===== config.mk =====
export PLATFORM = sky130hd
export DESIGN_NAME = genius_ctrl
export DESIGN_NICKNAME = d
export VERILOG_FILES = /design/src/rtl/genius_pkg.sv /design/src/rtl/genius_step_counter.sv /design/src/rtl/genius_ctrl.sv
export SDC_FILE = /design/constraint.sdc
export NUM_CORES = 1
export LEC_CHECK = 0
export CORE_MARGIN = 2
export CORE_UTILIZATION = 53
export CTS_CLUSTER_DIAMETER = 50
export DETAILED_ROUTE_END_ITERATION = 6
export PLACE_DENSITY_LB_ADDON = 0.3
export SLEW_MARGIN = 25
export SYNTH_ARGS = -nofsm -noshare
export SYNTH_HDL_FRONTEND = slang
export SYNTH_HIERARCHICAL = 1
export SYNTH_SLANG_ARGS = --single-unit

===== constraint.sdc =====
create_clock -name clk_i -period 5.8 [get_ports clk_i]
set_input_delay 0.87 -clock clk_i [delete_from_list [all_inputs] [get_ports clk_i]]
set_output_delay 0.87 -clock clk_i [all_outputs]
set_load 0.01 [all_outputs]

===== src/rtl/genius_pkg.sv =====
// Shared types and helpers for the Genius (Simon) game sequencer.
package genius_pkg;

   localparam int unsigned COLOR_W   = 2;
   localparam int unsigned DEFAULT_N = 4;

   typedef enum logic [2:0] {
      StIdle,
      StShowOn,
      StShowOff,
      StInput,
      StWin,
      StLose
   } state_e;

   // Colour index to one-hot LED/button pattern.
   function automatic logic [3:0] color_onehot(input logic [COLOR_W-1:0] color);
      logic [3:0] oh;
      oh        = 4'b0000;
      oh[color] = 1'b1;
      return oh;
   endfunction

endpackage


===== src/rtl/genius_step_counter.sv =====
// N-bit step counter with clear/enable and terminal-count compare against a limit.
module genius_step_counter #(
   parameter int unsigned Width = 4
) (
   input  logic             clk_i,
   input  logic             r_i,
   input  logic             clr_i,
   input  logic             en_i,
   input  logic [Width-1:0] limit_i,
   output logic [Width-1:0] count_o,
   output logic             tc_o
);

   logic [Width-1:0] count_q, count_d;

   // Next count: clear has priority over increment.
   always_comb begin
      count_d = count_q;
      if (clr_i) begin
         count_d = '0;
      end else if (en_i) begin
         count_d = count_q + Width'(1);
      end
   end

   // Count register.
   always_ff @(posedge clk_i or posedge r_i) begin
      if (r_i) begin
         count_q <= '0;
      end else begin
         count_q <= count_d;
      end
   end

   assign count_o = count_q;
   assign tc_o    = (count_q == limit_i);

endmodule


===== src/rtl/genius_ctrl.sv =====
// Genius game sequencer: plays back the stored colour sequence, then checks presses.
module genius_ctrl
   import genius_pkg::*;
#(
   parameter int unsigned N          = DEFAULT_N,
   parameter int unsigned SHOW_TICKS = 2,
   parameter int unsigned GAP_TICKS  = 1
) (
   input  logic               clk_i,
   input  logic               r_i,
   input  logic               start_i,
   input  logic               tick_i,
   input  logic [3:0]         btn_i,
   input  logic [COLOR_W-1:0] seq_color_i,
   output logic [N-1:0]       seq_addr_o,
   output logic [3:0]         led_o,
   output logic [N-1:0]       round_o,
   output logic               busy_o,
   output logic               win_o,
   output logic               lose_o
);

   localparam int unsigned MaxTicks = (SHOW_TICKS > GAP_TICKS) ? SHOW_TICKS : GAP_TICKS;
   localparam int unsigned DwellW   = (MaxTicks > 1) ? $clog2(MaxTicks) : 1;
   localparam logic [DwellW-1:0] ShowLast = DwellW'(SHOW_TICKS - 1);
   localparam logic [DwellW-1:0] GapLast  = DwellW'(GAP_TICKS - 1);
   localparam logic [N-1:0]      RoundMax = {N{1'b1}};

   state_e            state_q, state_d;
   logic [N-1:0]      round_q, round_d;
   logic [DwellW-1:0] dwell_q, dwell_d;
   logic [N-1:0]      step;
   logic              step_tc;
   logic              step_clr;
   logic              step_en;
   logic              btn_ok;

   // Step index tracks the current sequence position; tc marks the last step of the round.
   genius_step_counter #(
      .Width (N)
   ) u_step (
      .clk_i   (clk_i),
      .r_i     (r_i),
      .clr_i   (step_clr),
      .en_i    (step_en),
      .limit_i (round_q),
      .count_o (step),
      .tc_o    (step_tc)
   );

   // A multi-bit press never equals a one-hot pattern, so it falls into the mismatch path.
   assign btn_ok = (btn_i == color_onehot(seq_color_i));

   // Next-state logic for state, round, dwell and step control.
   always_comb begin
      state_d  = state_q;
      round_d  = round_q;
      dwell_d  = dwell_q;
      step_clr = 1'b0;
      step_en  = 1'b0;
      unique case (state_q)
         StIdle, StWin, StLose: begin
            // tick_i is not counted here, so a coincident start still gets a full dwell.
            if (start_i) begin
               state_d  = StShowOn;
               round_d  = '0;
               dwell_d  = '0;
               step_clr = 1'b1;
            end
         end
         StShowOn: begin
            if (tick_i) begin
               if (dwell_q == ShowLast) begin
                  dwell_d = '0;
                  state_d = StShowOff;
               end else begin
                  dwell_d = dwell_q + DwellW'(1);
               end
            end
         end
         StShowOff: begin
            if (tick_i) begin
               if (dwell_q == GapLast) begin
                  dwell_d = '0;
                  if (step_tc) begin
                     step_clr = 1'b1;
                     state_d  = StInput;
                  end else begin
                     step_en = 1'b1;
                     state_d = StShowOn;
                  end
               end else begin
                  dwell_d = dwell_q + DwellW'(1);
               end
            end
         end
         StInput: begin
            if (btn_i != 4'b0000) begin
               if (!btn_ok) begin
                  state_d = StLose;
               end else if (!step_tc) begin
                  step_en = 1'b1;
               end else if (round_q == RoundMax) begin
                  state_d = StWin;
               end else begin
                  round_d  = round_q + N'(1);
                  step_clr = 1'b1;
                  dwell_d  = '0;
                  state_d  = StShowOn;
               end
            end
         end
         default: begin
            state_d = StIdle;
         end
      endcase
   end

   // State, round and dwell registers.
   always_ff @(posedge clk_i or posedge r_i) begin
      if (r_i) begin
         state_q <= StIdle;
         round_q <= '0;
         dwell_q <= '0;
      end else begin
         state_q <= state_d;
         round_q <= round_d;
         dwell_q <= dwell_d;
      end
   end

   // Moore outputs decoded from registered state, step and round.
   always_comb begin
      seq_addr_o = '0;
      led_o      = 4'b0000;
      busy_o     = 1'b0;
      win_o      = 1'b0;
      lose_o     = 1'b0;
      round_o    = round_q;
      unique case (state_q)
         StShowOn: begin
            seq_addr_o = step;
            led_o      = color_onehot(seq_color_i);
            busy_o     = 1'b1;
         end
         StShowOff: begin
            busy_o = 1'b1;
         end
         StInput: begin
            seq_addr_o = step;
            busy_o     = 1'b1;
         end
         StWin: begin
            win_o = 1'b1;
         end
         StLose: begin
            lose_o = 1'b1;
         end
         default: begin
            seq_addr_o = '0;
         end
      endcase
   end

endmodule


==> results of run 1 <==
==> cells in the mapped netlist (3+ instances only) <==
cell / instances
sky130_fd_sc_hd__nor2_1: 15
sky130_fd_sc_hd__dfrtp_1: 12
sky130_fd_sc_hd__nand2_1: 10
sky130_fd_sc_hd__and3_1: 6
sky130_fd_sc_hd__inv_1: 6
sky130_fd_sc_hd__nor3_1: 6
sky130_fd_sc_hd__mux2i_1: 5
sky130_fd_sc_hd__xor2_1: 5
sky130_fd_sc_hd__and2_1: 4
sky130_fd_sc_hd__nand3_1: 4
sky130_fd_sc_hd__a21oi_1: 3
sky130_fd_sc_hd__nor2b_1: 3
sky130_fd_sc_hd__nor4_1: 3
==> worst max-delay path, cell delays in order <==
cell	delay [ps]
sky130_fd_sc_hd__clkdlybuf4s50_1	530
sky130_fd_sc_hd__or3b_4	450
sky130_fd_sc_hd__a2111oi_4	380
sky130_fd_sc_hd__nor3_1	170
sky130_fd_sc_hd__a2bb2oi_1	160
sky130_fd_sc_hd__nor4_1	670
sky130_fd_sc_hd__nand4_1	210
sky130_fd_sc_hd__mux2_4	330
==> per-stage QoR <==
| step | std cells | instance area (um2) | total power [mW] | hold WS, ps |
|---|---|---|---|---|
| after floorplan | 123 | 1050 | 0.321 | 565 |
| after global placement | 170 | 1300 | 0.380 | 556 |
| after detailed placement | 170 | 1300 | 0.390 | 575 |
| after CTS | 174 | 1340 | 0.458 | 581 |
| after global routing | 174 | 1340 | 0.498 | 616 |
| final | 174 | 1340 | 0.460 | 571 |
==> routing by layer <==
metal | share of wire (%) | GRT usage, %
met5 | 0 | 0
met4 | 1.5 | 7.14
met3 | 6.0 | 3.40
met2 | 50 | 42.1
met1 | 43 | 31.4
==> cell type report <==
| class | instances | area (um2) | area share [%] |
|---|---|---|---|
| clock buffers | 4 | 36.3 | 2.72 |
| inverters | 6 | 22.5 | 1.69 |
| multi-input cells | 101 | 703 | 52.6 |
| well taps | 27 | 33.8 | 2.53 |
| flip-flops and latches | 12 | 300 | 22.5 |
| repair buffers | 24 | 240 | 18.0 |
==> worst paths after layout <==
kind                                      from                 to  cells past startpoint
worst max-delay path            seq_color_i[1]  u_step/count_o[3]                      8
min in group asynchronous                  r_i  u_step/count_o[0]                      2
worst min register to register      round_o[0]         round_o[0]                      1
worst max register to register      round_o[1]  u_step/count_o[3]                      8
worst min-delay path                round_o[0]         round_o[0]                      1
max in group asynchronous                  r_i            dwell_q                      2
==> where the power goes <==
group / internal, mW / switching [mW]
registers: 0.0991 / 0.0434
clock network: 0.0381 / 0.0304
logic: 0.124 / 0.125
total: 0.261 / 0.199
==> logic make-up after synthesis <==
family                     after synthesis  synth area share [%]
AOI/OAI and AO/OA                       21                  17.9
xor gates and xnor gates                 6                  5.00
adders and majority gates                2                  2.38
buffers and inverters                   10                  4.52
DFF                                     12                  28.6
muxes                                    8                  8.69
and+or+nand+nor                         64                  33.0
==> registers in the layout, summed over array words and instances (netlist names) <==
signal          cells
state_q             3
u_step/count_o      4
dwell_q             1
round_o             4
==> reports/results.tsv, run 1 <==
metric	value	unit
postSynth.asyncResetShare	100	%
drt-wirelength-per-cell	15.3	um
count_of_maximum_capacitance_violations	0	
ctsResizeCount	0	
worst_hold_path_type	flip-flop to flip-flop	
synthesis.instances	123	
clk_tree_root_cell	sky130_fd_sc_hd__clkbuf_4	
outcome	finished clean	
worst_setup_path_start_kind	input pin	
tritoncts.num_buffers	3	
gr-usage-all-layers	24.3	%
timing.final.crit_share	62.2	%
max-clock-path-buffers	2	
syn-mean-instance-area	8.54	um2
grt_first_pass_wirelength	4530	um
drtAntennaViolNets	0	
final_cell_mix	sky130_fd_sc_hd__clkdlybuf4s50_1, sky130_fd_sc_hd__nor2_1, sky130_fd_sc_hd__dfrtp_1, sky130_fd_sc_hd__nand2_1	
totalNegativeSetupSlack	0	ps
yosys.cell_types.count	47	
largest_net_degree_at_the_start_of_global_routing	16	
postSynthRegisterBits	12	
mappedNetlistArea	0.00105	mm2
vias	1043	
fraction_of_final_layout_cells_with_drive_strength_greater_than_1	10.9	%
die_w	48.5	um
ant_diodes	0	
first_global_vias	988	
clock-sinks	12	
finish.utilization	69.5	%
design.die.area	0.00236	mm2
worst_max_slew_margin_expressed_relative_to_the_limit	41.2	%
synth-seq-area-share	28.6	%
initial_utilization	54.7	%
postRouteWirelength	2660	um
ys_dominant_reg_cell	sky130_fd_sc_hd__dfrtp_1	
io-pin-count	25	
h_tree_lvls	1	
synth_top_cells_by_area	sky130_fd_sc_hd__dfrtp_1, sky130_fd_sc_hd__nor2_1, sky130_fd_sc_hd__mux2i_1	
final_max_slew_viol_count	0	
place.gp.congestion	0.789	
preCtsSetupSlack	1960	ps
mappedNetlistNets	135	
routed_via_density	5.99	
yosysTopAreaCellShare	28.6	%
setup_viol	0	
post_route_clock_skew	5.77	ps
areaGrowthSynthToFinish	27.1	%
global_route.overflow_total	0	
irDropWorstVdd	0.000189	V
core_region_area	0.00192	mm2
worst_path_required_time	5960	ps
tritoncts_clock_tree	built	
crit_type	input pin to flip-flop	
ys.warnings.count	6	
hpwlAfterDp	2020	um
reg2reg_slack	3150	ps
detailedRoute.firstPassIterationCount	6	
data_arrival_time_of_the_worst_path	3770	ps
clock_latency	270	ps
critical_path_peak_fanout	8	
drt_iter0_drc	26	
endpoint_kind	flip-flop	
cts_setup_buffers	0	
yosysTopAreaCell	sky130_fd_sc_hd__dfrtp_1	
synth_enable_flop_cells	0	
dieHeight	48.5	um
floorplan.rows	16	
report.final.hold_viol_count	0	
number_of_antenna_violations_at_the_first_check_in_global_routing	0	
hold_buffers	0	
drc_errors	0	
p_leak	0.622	nW
grt_setup_unrepaired	no	
setup_slack	2190	ps
fmaxAchievable	277	MHz
worst_slew_pin_slew	874	ps
port-buffer-count	24	
final_common_cell	sky130_fd_sc_hd__clkdlybuf4s50_1	
filler_cell_count	163	
final_period_minus_worst_setup_slack	3610	ps
finish.net_count	160	
powerDensity	344	mW/mm2
path_clk_slew	80	ps
(Power assumes the default switching activity.)
==> inputs of run 2 (changes only) <==
- CORE_UTILIZATION: 53 -> 49
- clock period: 5.8 -> 3.4 ns (I/O delays scaled with it)
==> reports/results.tsv, run 2 (synthesis results as in run 1) <==
metric	value	unit	change
drt_iter0_drc	54		was 26
tritoncts.num_buffers	3		unchanged
tritoncts_clock_tree	built		unchanged
areaGrowthSynthToFinish	28.6	%	was 27.1%
critical_path.n_buffers_inverters	1		unchanged
powerDensity	589	mW/mm2	was 344 mW/mm2
dieHeight	50.3	um	was 48.5 um
drtAntennaViolNets	0		unchanged
number_of_antenna_violations_at_the_first_check_in_global_routing	0		unchanged
hpwlAfterDp	2000	um	was 2020 um
report.final.hold_viol_count	0		unchanged
drt-wirelength-per-cell	15.5	um	was 15.3 um
global_route.overflow_total	0		unchanged
port-buffer-count	24		unchanged
totalNegativeSetupSlack	0	ps	unchanged
endpoint_kind	flip-flop		unchanged
design.die.area	0.00253	mm2	was 0.00236 mm2
io-pin-count	25		unchanged
critical_path.max_stage_delay	550	ps	was 670 ps
finalPower	0.796	mW	was 0.460 mW
post_route_clock_skew	2.96	ps	was 5.77 ps
stdcell_area	0.00135	mm2	was 0.00134 mm2
sequence_of_cells_on_the_critical_path	clkdlybuf4s50_1 > or3b_4 > a2111oi_4 > nor3_1 > a2bb2oi_1 > nor4_1 > nand4_1 > mux2_4		unchanged
cts_setup_buffers	0		unchanged
grt_setup_unrepaired	no		unchanged
detailedRoute.firstPassIterationCount	4		was 6
first_global_vias	961		was 988
initial_utilization	52.5	%	was 54.7%
postRouteWirelength	2730	um	was 2660 um
max-clock-path-buffers	2		unchanged
die_w	50.3	um	was 48.5 um
final_max_slew_viol_count	0		unchanged
finish.net_count	162		was 160
drc_errors	0		unchanged
worst_hold_path_type	input pin to asynchronous set/reset pin		was flip-flop to flip-flop
fraction_of_final_layout_cells_with_drive_strength_greater_than_1	12.1	%	was 10.9%
ctsResizeCount	0		unchanged
data_arrival_time_of_the_worst_path	3010	ps	was 3770 ps
placedInstanceArea	0.00132	mm2	was 0.00130 mm2
clock-sinks	12		unchanged
fmaxAchievable	351	MHz	
floorplan.rows	16		unchanged
clk_tree_root_cell	sky130_fd_sc_hd__clkbuf_4		unchanged
grt_first_pass_wirelength	4670	um	was 4530 um
worst_max_slew_margin_expressed_relative_to_the_limit	63.6	%	was 41.2%
core_region_area	0.00200	mm2	was 0.00192 mm2
timing.final.crit_share	83.7	%	
reg2reg_slack	1170	ps	was 3150 ps
gr-usage-all-layers	23.6	%	was 24.3%
largest_net_degree_at_the_start_of_global_routing	16		unchanged
filler_cell_count	165		was 163
clock_latency	280	ps	was 270 ps
slowest_stage	sky130_fd_sc_hd__clkdlybuf4s50_1		was sky130_fd_sc_hd__nor4_1
setup_viol	0		unchanged
path_clk_slew	80	ps	about the same
routed_via_density	5.88		was 5.99
hold_buffers	0		unchanged
irDropWorstVdd	0.000289	V	was 0.000189 V
h_tree_lvls	1		unchanged
place.gp.congestion	0.845		was 0.789
timing.critical_path.max_delay_family	simple AND/OR/NAND/NOR gates		unchanged
vias	1034		was 1,043
final_common_cell	sky130_fd_sc_hd__clkdlybuf4s50_1		unchanged
count_of_maximum_capacitance_violations	0		unchanged
p_leak	0.632	nW	was 0.622 nW
worst_setup_path_start_kind	input pin		unchanged
crit_type	input pin to flip-flop		unchanged
ant_diodes	0		unchanged
worst_path_required_time	3570	ps	was 5960 ps
worst_slew_pin_slew	542	ps	was 874 ps
outcome	finished clean		unchanged
final_cell_mix	sky130_fd_sc_hd__clkdlybuf4s50_1, sky130_fd_sc_hd__nor2_1, sky130_fd_sc_hd__dfrtp_1, sky130_fd_sc_hd__nand2_1		unchanged
critical_path_peak_fanout	8		unchanged
final_period_minus_worst_setup_slack	2850	ps	
-- run 2: cell count changes in the layout (fill, tap and decap cells not counted), sizes merged --
| cell | before | now |
|---|---|---|
| buf | 0 | 2 |
-- run 2: path summary, 6_finish.rpt --
path / from / to / cells after the start
max in group asynchronous: r_i / state_q[2] / 2
min in group clk_i: round_o[0] / round_o[0] / 1
worst max register to register: u_step/count_o[1] / u_step/count_o[3] / 9
worst max-delay path: seq_color_i[1] / u_step/count_o[3] / 8
worst min register to register: round_o[0] / round_o[0] / 1
worst min-delay path: r_i / u_step/count_o[1] / 2
-- run 2: through the flow --
stage | util [%] | setup slack, ps | std cells | hold slack, ps
after floorplan | - | 687 | 123 | 276
after global placement | 65.7 | 450 | 172 | 555
after detailed placement | 65.7 | 353 | 172 | 564
after CTS | 67.5 | 620 | 176 | 440
after global routing | 67.5 | 495 | 176 | 454
final | 67.5 | 553 | 176 | 442
-- run 2: area by class of cell --
cell class	instances	area [um2]	share of cell area (%)
sequential	12	300	22.2
multi-input combinational	101	703	52.0
timing repair buffer	26	255	18.9
tap	27	33.8	2.50
inverter	6	22.5	1.67
clock buffer	4	36.3	2.69
-- run 2: per-layer routing --
layer,part of all wire (%),GRT usage [%]
met1,47,33.0
met4,1.4,7.21
met3,4.1,3.57
met5,0,0
met2,47,37.5
-- run 2: worst register-to-register path, stage by stage, from the launching register on --
cell,delay [ps]
sky130_fd_sc_hd__dfrtp_1,440
sky130_fd_sc_hd__xor2_1,180
sky130_fd_sc_hd__nor4_1,270
sky130_fd_sc_hd__buf_4,190
sky130_fd_sc_hd__nor2b_1,130
sky130_fd_sc_hd__o31a_2,250
sky130_fd_sc_hd__nand3_2,150
sky130_fd_sc_hd__nand2_1,190
sky130_fd_sc_hd__nor2b_1,70
sky130_fd_sc_hd__mux2_4,250
-- run 2: power by group --
part	total [mW]	switching, mW	internal (mW)
Clock	0.117	0.0520	0.0652
Sequential	0.244	0.0753	0.169
Combinational	0.435	0.221	0.214
Total	0.796	0.348	0.448
==> inputs of run 3 (changes only) <==
- clock period: 3.4 -> 2.83 ns (I/O delays scaled with it)
==> reports/results.tsv, run 3 (synthesis results as in run 1) <==
metric	value	unit	change
io-pin-count	25		unchanged
crit_type	input pin to flip-flop		unchanged
first_global_vias	1052		was 961
drt_iter0_drc	38		was 54
core_region_area	0.00200	mm2	unchanged
hold_buffers	0		unchanged
worst_max_slew_margin_expressed_relative_to_the_limit	65.4	%	was 63.6%
setup_viol	0		unchanged
gr-usage-all-layers	23.2	%	was 23.6%
place.gp.congestion	0.837		was 0.845
powerDensity	673	mW/mm2	was 589 mW/mm2
dieHeight	50.3	um	unchanged
finalPower	0.925	mW	was 0.796 mW
design.die.area	0.00253	mm2	unchanged
cts_setup_buffers	0		unchanged
finish.net_count	167		was 162
p_leak	0.649	nW	was 0.632 nW
totalNegativeSetupSlack	0	ps	unchanged
postRouteWirelength	2660	um	was 2730 um
fraction_of_final_layout_cells_with_drive_strength_greater_than_1	14.4	%	was 12.1%
number_of_antenna_violations_at_the_first_check_in_global_routing	0		unchanged
sequence_of_cells_on_the_critical_path	clkdlybuf4s50_1 > or3b_4 > a2111oi_4 > nor3_1 > a2bb2oi_1 > nor4_1 > nand4_1 > mux2_4		unchanged
worst_hold_path_type	input pin to asynchronous set/reset pin		unchanged
worst_path_required_time	2990	ps	was 3570 ps
report.final.hold_viol_count	0		unchanged
hpwlAfterDp	2090	um	was 2000 um
outcome	finished clean		unchanged
ant_diodes	0		unchanged
floorplan.rows	16		unchanged
clock_latency	270	ps	was 280 ps
areaGrowthSynthToFinish	30.8	%	was 28.6%
filler_cell_count	165		unchanged
vias	1048		was 1,034
drt-wirelength-per-cell	14.8	um	was 15.5 um
worst_slew_pin_slew	515	ps	was 542 ps
max-clock-path-buffers	2		unchanged
port-buffer-count	24		unchanged
ctsResizeCount	0		unchanged
global_route.overflow_total	0		unchanged
clock-sinks	12		unchanged
endpoint_kind	flip-flop		unchanged
routed_via_density	5.82		was 5.88
final_cell_mix	sky130_fd_sc_hd__clkdlybuf4s50_1, sky130_fd_sc_hd__nor2_1, sky130_fd_sc_hd__dfrtp_1, sky130_fd_sc_hd__nand2_1, sky130_fd_sc_hd__buf_4		was sky130_fd_sc_hd__clkdlybuf4s50_1, sky130_fd_sc_hd__nor2_1, sky130_fd_sc_hd__dfrtp_1, sky130_fd_sc_hd__nand2_1
timing.final.crit_share	90.5	%	
drc_errors	0		unchanged
grt_first_pass_wirelength	4500	um	was 4670 um
data_arrival_time_of_the_worst_path	2720	ps	was 3010 ps
worst_setup_path_start_kind	input pin		unchanged
post_route_clock_skew	1.82	ps	was 2.96 ps
critical_path_peak_fanout	2		was 8
grt_setup_unrepaired	no		unchanged
tritoncts.num_buffers	3		unchanged
clk_tree_root_cell	sky130_fd_sc_hd__clkbuf_4		unchanged
die_w	50.3	um	unchanged
final_common_cell	sky130_fd_sc_hd__clkdlybuf4s50_1		unchanged
fmaxAchievable	390	MHz	
irDropWorstVdd	0.000501	V	was 0.000289 V
final_period_minus_worst_setup_slack	2560	ps	
initial_utilization	52.5	%	unchanged
largest_net_degree_at_the_start_of_global_routing	16		unchanged
drtAntennaViolNets	0		unchanged
path_clk_slew	70	ps	was 80 ps
slowest_stage	sky130_fd_sc_hd__clkdlybuf4s50_1		unchanged
h_tree_lvls	1		unchanged
tritoncts_clock_tree	built		unchanged
count_of_maximum_capacitance_violations	0		unchanged
critical_path.max_stage_delay	480	ps	was 550 ps
final_max_slew_viol_count	0		unchanged
detailedRoute.firstPassIterationCount	4		unchanged
-- run 3: changes by cell type in the layout (fill, tap and decap cells not counted) --
cell / delta
sky130_fd_sc_hd__clkbuf_8: -1
sky130_fd_sc_hd__buf_4: +5
-- run 3: through the flow --
stage	setup WS [ps]	area (um2)	util, %	hold slack [ps]	std cells
floorplan	203	1050	-	191	123
global placement	91.9	1350	67.6	551	177
detailed placement	8.94	1350	67.6	562	177
CTS	298	1380	68.7	352	180
global route	162	1380	68.7	347	180
finish	269	1380	68.7	354	180
-- run 3: report_power, final --
| group | leakage (nW) | switching (mW) | internal (mW) | total [mW] |
|---|---|---|---|---|
| clock | 0.0138 | 0.0572 | 0.0493 | 0.107 |
| sequential | 0.160 | 0.0931 | 0.203 | 0.296 |
| combinational | 0.475 | 0.261 | 0.261 | 0.522 |
| total | 0.649 | 0.411 | 0.514 | 0.925 |
-- run 3: cell type report --
cell class,instances,area [um2],area share [%]
clock buffers,3,22.5,1.64
well taps,27,33.8,2.46
flip-flops and latches,12,300,21.8
repair buffers,31,293,21.3
inverters,6,22.5,1.64
multi-input cells,101,703,51.1
-- run 3: per-layer routing --
metal | track usage (%) | wire [um] | vias up
met4 | 6.31 | 18 | 0
met2 | 40.1 | 1340 | 36
met5 | 0 | 0 | -
met3 | 6.55 | 124 | 4
met1 | 27.9 | 1170 | 497
li1 | - | - | 511
-- run 3: final timing paths --
kind / from / end / slack [ps] / cells after the start
worst min-delay path: r_i / u_step/count_o[2] / 350 / 2
worst min register to register: round_o[0] / round_o[0] / 570 / 1
worst max-delay path: btn_i[1] / u_step/count_o[3] / 270 / 8
min in group clk_i: round_o[0] / round_o[0] / 570 / 1
max in group asynchronous: r_i / round_o[2] / 2140 / 2
worst max register to register: u_step/count_o[0] / u_step/count_o[3] / 710 / 9
-- run 3: worst max-delay path: cells and delay by family --
family / cells / cell delay [ps]
simple gates: 4 / 980
compound gates: 2 / 520
buf+inv: 1 / 480
mux: 1 / 330
